**config.mk**
```make
export PLATFORM = sky130hd
export DESIGN_NAME = qr_bch_enc_seq
export DESIGN_NICKNAME = d
export VERILOG_FILES = /design/src/rtl/qr_bch_pkg.sv /design/src/rtl/qr_bch_lfsr.sv /design/src/rtl/qr_bch_enc_seq.sv
export SDC_FILE = /design/constraint.sdc
export NUM_CORES = 1
export LEC_CHECK = 0
export ABC_AREA = 0
export CAP_MARGIN = 20
export CORE_ASPECT_RATIO = 0.9
export CORE_UTILIZATION = 35
export CTS_BUF_LIST = sky130_fd_sc_hd__clkbuf_2 sky130_fd_sc_hd__clkbuf_4 sky130_fd_sc_hd__clkbuf_8
export DETAILED_ROUTE_END_ITERATION = 7
export HOLD_SLACK_MARGIN = 0.1
export PLACE_DENSITY = 0.56
export SYNTH_ARGS = -nofsm -noshare
export SYNTH_HDL_FRONTEND = slang
export SYNTH_SLANG_ARGS = --single-unit
export TNS_END_PERCENT = 10
```
**constraint.sdc**
```tcl
create_clock -name clk -period 1.85 [get_ports clk]
set_clock_uncertainty 0.05 [all_clocks]
set_input_delay 0.2775 -clock clk [delete_from_list [all_inputs] [get_ports clk]]
set_output_delay 0.2775 -clock clk [all_outputs]
set_load 0.01 [all_outputs]
```
**src/rtl/qr_bch_pkg.sv**
```systemverilog
// Shared constants, state encoding and the single-step remainder update for
// the QR format/version BCH encoder.
package qr_bch_pkg;

  localparam logic [10:0] FMT_GEN  = 11'h537;
  localparam logic [14:0] FMT_MASK = 15'h5412;
  localparam logic [12:0] VER_GEN  = 13'h1F25;

  localparam int unsigned K_FMT   = 5;
  localparam int unsigned K_VER   = 6;
  localparam int unsigned DEG_FMT = 10;
  localparam int unsigned DEG_VER = 12;

  typedef enum logic [1:0] {
    IDLE  = 2'd0,
    SHIFT = 2'd1,
    DONE  = 2'd2
  } state_e;

  // One message bit into the division register; format keeps only 10 live bits.
  function automatic logic [11:0] bch_step(input logic [11:0] rem,
                                           input logic        d,
                                           input logic        ver);
    logic        fb;
    logic [11:0] nxt;
    if (ver) begin
      fb  = d ^ rem[11];
      nxt = {rem[10:0], 1'b0} ^ (fb ? VER_GEN[11:0] : 12'h000);
    end else begin
      fb  = d ^ rem[9];
      nxt = {2'b00, rem[8:0], 1'b0} ^ (fb ? {2'b00, FMT_GEN[9:0]} : 12'h000);
    end
    return nxt;
  endfunction

endpackage

```
**src/rtl/qr_bch_lfsr.sv**
```systemverilog
// Bit-serial remainder register for the BCH(15,5) / BCH(18,6) division.
module qr_bch_lfsr
  import qr_bch_pkg::*;
(
  input  logic        clk,
  input  logic        reset,
  input  logic        clear_i,
  input  logic        en_i,
  input  logic        bit_i,
  input  logic        mode_i,
  output logic [11:0] rem_o
);

  logic [11:0] rem_q;

  always_ff @(posedge clk) begin
    if (reset || clear_i) begin
      rem_q <= 12'h000;
    end else if (en_i) begin
      rem_q <= bch_step(rem_q, bit_i, mode_i);
    end
  end

  assign rem_o = rem_q;

endmodule

```
**src/rtl/qr_bch_enc_seq.sv**
```systemverilog
// Sequential systematic BCH encoder for QR format (15,5) and version (18,6)
// information, with valid/ready handshakes and one codeword in flight.
module qr_bch_enc_seq
  import qr_bch_pkg::*;
(
  input  logic        clk,
  input  logic        reset,
  input  logic        in_valid,
  output logic        in_ready,
  input  logic        mode,
  input  logic [5:0]  data_in,
  output logic        out_valid,
  input  logic        out_ready,
  output logic [17:0] codeword_out,
  output logic        mode_out,
  output logic        busy
);

  state_e      state_q;
  logic        mode_q;
  logic [5:0]  data_q;
  logic [5:0]  shift_q;
  logic [2:0]  cnt_q;
  logic        out_valid_q;
  logic [17:0] codeword_q;
  logic        mode_out_q;
  logic [11:0] rem;
  logic [11:0] rem_final_d;
  logic [17:0] codeword_d;
  logic        accept;
  logic        shifting;

  assign accept   = (state_q == IDLE) && in_valid;
  assign shifting = (state_q == SHIFT);

  qr_bch_lfsr u_lfsr (
    .clk     (clk),
    .reset   (reset),
    .clear_i (accept),
    .en_i    (shifting),
    .bit_i   (shift_q[5]),
    .mode_i  (mode_q),
    .rem_o   (rem)
  );

  // The codeword is captured on the same edge as the final division step,
  // so the remainder it uses includes that last step.
  always_comb begin
    rem_final_d = bch_step(rem, shift_q[5], mode_q);
    if (mode_q) begin
      codeword_d = {data_q, rem_final_d};
    end else begin
      codeword_d = {3'b000, {data_q[4:0], rem_final_d[9:0]} ^ FMT_MASK};
    end
  end

  always_ff @(posedge clk) begin
    if (reset) begin
      state_q     <= IDLE;
      mode_q      <= 1'b0;
      data_q      <= 6'd0;
      shift_q     <= 6'd0;
      cnt_q       <= 3'd0;
      out_valid_q <= 1'b0;
      codeword_q  <= 18'd0;
      mode_out_q  <= 1'b0;
    end else begin
      case (state_q)
        IDLE: begin
          if (in_valid) begin
            mode_q  <= mode;
            // Format messages are left-aligned so the serial MSB is always bit 5.
            data_q  <= mode ? data_in : {1'b0, data_in[4:0]};
            shift_q <= mode ? data_in : {data_in[4:0], 1'b0};
            cnt_q   <= mode ? 3'(K_VER - 1) : 3'(K_FMT - 1);
            state_q <= SHIFT;
          end
        end
        SHIFT: begin
          shift_q <= {shift_q[4:0], 1'b0};
          cnt_q   <= cnt_q - 3'd1;
          if (cnt_q == 3'd0) begin
            out_valid_q <= 1'b1;
            codeword_q  <= codeword_d;
            mode_out_q  <= mode_q;
            state_q     <= DONE;
          end
        end
        DONE: begin
          if (out_ready) begin
            out_valid_q <= 1'b0;
            state_q     <= IDLE;
          end
        end
        default: begin
          out_valid_q <= 1'b0;
          state_q     <= IDLE;
        end
      endcase
    end
  end

  assign in_ready     = (state_q == IDLE);
  assign busy         = (state_q != IDLE);
  assign out_valid    = out_valid_q;
  assign codeword_out = codeword_q;
  assign mode_out     = mode_out_q;

endmodule

```
# == Word-level counts from Yosys, hierarchy flattened ==
# Index checks and enable logic that the tools add are counted.
# totals
latch_bits,0
mem_count,0
mem_bits_rw,0
out_inout_bits,22
romBits,0
inputBits,11
register_bits,50
elab_cells,50
# op_classes
n_reduce_logical,11
muxes,18
order_cmp,0
bitwise,6
add_sub_neg,1
div_mod_pow,0
n_shift,0
eq_ne,5
n_mul,0
# op_table
operator,n
$mux 12,2
$mux 18,1
$mux 6,3
$pmux 6 s2,1
$xor 10x12->12,1
$xor 12x12->12,1
$mux 9,1
$mux 2,3
$pmux 2 s3,1
$pmux 3 s2,1
$reduce_and 2->1,3
$reduce_and 3->1,2
$not 5->5,1
$ne 2x2->1 const B,2
$reduce_bool 2->1,2
$logic_not 3->1,1
$mux 1,3
$mux 3,1
$pmux 1 s3,1
$sub 3x1->3 const B,1
$eq 2x1->1 const B,1
$eq 2x2->1 const B,1
$logic_not 2->1,1
$ne 2x1->1 const B,1
other kinds (4),5

# == Logic depth before layout (Yosys ltp) ==
# depth
word_depth,6
depth_mapped,7
mapped_depth_nobuf,6

# == Modules after synthesis ==
# Synthesis repeated with hierarchy kept, for this count alone.
# hier_totals
hier_cells,261
hier_area_um2,2267.2
# by_module_without_submodules
module,n_inst,cells_each,area_each_um2
qr_bch_enc_seq,1,200,1704.1
qr_bch_lfsr,1,61,563.0

# == Worst setup path before layout ==
# OpenSTA, ideal clock, no wires.
# synth_timing
path_type,register -> register
startpoint,register state_q[1]
endpoint,register cnt_q[1]
setup_ns,0.128
required_ns,1.672
arrival_ns,1.241
slack_ns,0.431
stages_incl_launch_ff,7
synth_period_minus_slack_ns,1.419
n_path_buf,3
path_cell_list,dfxtp_1 > buf_6 > or3b_1 > buf_6 > buf_8 > a31oi_1 > nor2_1
# synth_via
elab_chain_len,3
elab_cells_between_ends,6
# synth_rtl
element,line,rtl
start: declaration,qr_bch_enc_seq.sv:19,state_e state_q;
start signal: assignment,qr_bch_enc_seq.sv:59,state_q <= IDLE;
start signal: assignment,qr_bch_enc_seq.sv:76,state_q <= SHIFT;
start signal: assignment,qr_bch_enc_seq.sv:86,state_q <= DONE;
$eq 2x1->1 / $logic_not 2->1 (equally long branches),qr_bch_enc_seq.sv:68,case (state_q)
$reduce_bool 2->1 (no line) / $ne 2x2->1 (equally long branches),--,
$reduce_and 2->1 (no line),--,
end signal: assignment,qr_bch_enc_seq.sv:75,cnt_q <= mode ? 3'(K_VER - 1) : 3'(K_FMT - 1);
end signal: assignment,qr_bch_enc_seq.sv:81,cnt_q <= cnt_q - 3'd1;
end: declaration,qr_bch_enc_seq.sv:23,logic [2:0] cnt_q;
# Parallel ways exist; a longest one is shown, timed or not.
# A chain may end at the register's enable or synchronous reset.

# == Final worst setup path ==
# layout_timing
startpoint,register state_q[0]
endpoint,output busy
# layout_via
elab_chain_len,1
# layout_rtl
element,line,rtl
$reduce_bool 2->1,qr_bch_enc_seq.sv:104,assign busy = (state_q != IDLE);
end: declaration,qr_bch_enc_seq.sv:16,output logic busy
# No other way between the ends.

==> flow_summary_export.csv <==
group,metric,value,unit
floorplan,pin_count,33,
logic_synthesis,synthXorXnorAreaFrac,0.0781,
logic_synthesis,synth-compound-area-share,0.128,
logic_synthesis,yosys_warnings,0,
logic_synthesis,synth_commonest_cells,"dfxtp_1 (50), nand2_1 (47), nor2_1 (39)",
setup_path,required,1520,ps
sta,slew_violations,0,
clocking,tritoncts,"yes",
grt,grt_overflow,0,
sta,slew-limit-headroom,0.690,
logic_synthesis,synth_top_flop_cell,"dfxtp_1",
sta,period_share,0.962,
setup_path,path_class,"flip-flop to primary output",
logic_synthesis,synth.most_common_cell,"dfxtp_1",
logic_synthesis,synth_top_family_by_area,"simple AND/OR/NAND/NOR gates",
routing,firstDrtPassIters,4,
routing,wl_met1,2.20,mm
sta,setup_tns,0,ps
routing,wl_met3,186,um
sta,holdWs,409,ps
floorplan,die_x,85.8,um
power,p_per_area,978,nW/um^2
setup_path,crit_fanout,9,
cells_and_area,drive_gt1_frac,0.0962,
logic_synthesis,yosysUniqueCellTypes,33,
outcome,status,"complete, no violations",
floorplan,die_h,77.4,um
hold_path,hp-class,"flip-flop to flip-flop",
floorplan,die_area,6640,um^2
sta,tightest_slew,453,ps
setup_path,rr_startpoint,"cnt_q[0]$_SDFFE_PP0P_",
setup_path,endpoint_kind,"primary output",
clocking,cts_buffer_depth,2,
sta,fmax,562,MHz
routing,viasPerCell,4.69,
setup_path,reg2reg_depth,6,
place,detailed_place.area,2620,um^2
hold_path,hold_start,"codeword_out[7]$_SDFFE_PP0P_",
routing,maxUsedRoutingLayer,"met4",
grt,antenna_found_initial,0,
logic_synthesis,postSynthRegisterBits,50,
logic_synthesis,synth_edf_count,0,
cells_and_area,fillCellCount,639,
sta,finalCriticalPeriod,1780,ps
logic_synthesis,yosys.area_share.simple,0.230,
sta,setup-violations-final,0,
logic_synthesis,synthMuxAreaShare,0.0362,
clocking,clkLatencyLatePin,300,ps
place,dpl.hpwl,3.13,mm
logic_synthesis,synth_nets,271,
power,leakage,0.980,nW
clocking,post_cts.repair.setup_buffers,0,
sta,rsz0062_at_grt,"no",
routing,dr_wl_met2,1.98,mm
floorplan,initial_core_util,0.361,
logic_synthesis,ys_seq_area_frac,0.453,
sta,hold_viol_final,0,
logic_synthesis,synth_largest_area_cell,"dfxtp_1",
routing,drc,0,
logic_synthesis,synth_cells,258,
place,place.port_buffers,32,
logic_synthesis,async_flop_share,0,
routing,routedWlPerCell,11.7,um
setup_path,critPathLaunchType,"flip-flop",
grt,grt_max_degree,28,
cells_and_area,syn_to_final_growth,23.7,%
grt,grt_pass1_vias,1604,
clocking,ctsHtreeMaxLevel,2,
routing,vias,1774,
logic_synthesis,synth-adder-area-share,0.0113,
cells_and_area,final_area,2730,um^2
routing,wl,4.41,mm
cells_and_area,antenna_cells,0,
clocking,cts_buffers,5,
setup_path,r2r_end,"codeword_out[5]$_SDFFE_PP0P_",
setup_path,arrival,1450,ps
hold_path,whs_endpoint,"codeword_out[7]$_SDFFE_PP0P_",
power,ir_worst_vdd,0.413,mV
setup_path,r2r_slack,270,ps
cells_and_area,nNetsFinal,303,
logic_synthesis,syn_area,2210,um^2
grt,grt_pass1_wl,7.74,mm
flow_run,drv_cap,0,
logic_synthesis,synth_top_area_frac,0.453,
place,gp_congestion,0.727,
logic_synthesis,yosys-top-cells-area,"dfxtp_1 (45%), nand2_1 (8.0%), nor2_1 (6.6%), a21oi_1 (5.9%), xnor2_1 (4.0%)",
hold_path,holdPathStages,2,
clocking,path_clk_slew,90,ps
clocking,root_buffer,"clkbuf_8",
floorplan,fp-row-count,27,
clocking,cts_num_sinks,50,
grt,grtUsageTotal,0.146,
logic_synthesis,syn_avg_cell_area,8.56,um^2
floorplan,core_region_area,6110,um^2
routing,drt_iter0_drc,81,
routing,ant_nets,0,
cell type report:
| class | count | area, um^2 | area share |
|---|---|---|---|
| inverter | 3 | 11.3 | 0.00412 |
| clock buffer | 5 | 68.8 | 0.0252 |
| clock inverter | 3 | 40.0 | 0.0146 |
| sequential | 50 | 1010 | 0.368 |
| multi-input combinational | 185 | 1070 | 0.391 |
| tap | 87 | 109 | 0.0398 |
| timing repair buffer | 45 | 429 | 0.157 |
repair_timing:
item                                    CTS  global route
resized for setup                         4             0
hold buffers                              0             0
endpoints found under the setup margin    2             0
worst max-delay path, stage by stage (launching register included):
cell	delay, ps
dfxtp_4	390
or2_2	290
clkdlybuf4s50_1	480
cells in the final DEF (no fill, tap or decap), types with 5 or more instances in the layout:
| cell | instances |
|---|---|
| nor3_1 | 7 |
| a221oi_1 | 5 |
| dfxtp_1 | 48 |
| clkbuf_8 | 5 |
| mux2i_1 | 8 |
| nand3_1 | 8 |
| a211oi_1 | 9 |
| nor2_1 | 39 |
| nand2_1 | 47 |
| buf_4 | 12 |
| xnor2_1 | 10 |
| a21oi_1 | 26 |
| clkdlybuf4s50_1 | 31 |
power by group:
part,switching [mW],internal (mW),total [mW],leakage (nW)
registers,0.0787,1.18,1.26,0.409
clock network,0.357,0.398,0.755,0.0579
logic,0.337,0.327,0.664,0.514
routing by layer:
metal	vias to the layer above	track usage
met1	811	0.201
met3	4	0.0351
li1	928	-
met5	-	0
met2	31	0.225
met4	0	0.0450
state kept, by name, indices dropped and copies added (netlist names):
signal / flops
cnt_q: 3
codeword_out: 18
state_q: 2
mode_out: 1
mode_q: 1
u_lfsr.rem_o: 12
out_valid: 1
data_q: 6
shift_q: 6
cell families after synthesis:
kind of cell             Yosys count
buffers and inverters             23
flip-flops                        50
multiplexers                       8
AND/OR/NAND/NOR                  113
XOR/XNOR                          15
AO/OA/AOI/OAI                     47
adder cells (fa/ha/maj)            2
metrics by stage:
stage / worst slack, ps / power [mW] / util / instances
after floorplan: 431 / 1.73 / - / 258
after global placement: -33.7 / 1.95 / 0.429 / 370
after detailed placement: -41.6 / 1.95 / 0.429 / 370
after CTS: 49.9 / 2.71 / 0.447 / 378
after global routing: 14.5 / 2.84 / 0.447 / 378
final: 69.6 / 2.67 / 0.447 / 378
how the worst max path moves through the flow:
stage	startpoint	end	slack [ps]	depth (start not counted)
2_1_floorplan	state_q[1]$_SDFFE_PP0P_	cnt_q[1]$_SDFFE_PP0P_	430	6
3_3_place_gp	in_valid	u_lfsr.rem_o[5]$_SDFFE_PP0P_	-30	4
3_5_place_dp	in_valid	u_lfsr.rem_o[5]$_SDFFE_PP0P_	-40	4
4_1_cts	state_q[0]$_SDFFE_PP0P_	busy	50	2
5_1_grt	state_q[1]$_SDFFE_PP0P_	busy	10	2
6_report	state_q[0]$_SDFFE_PP0P_	busy	70	2
(Power assumes the default switching activity.)
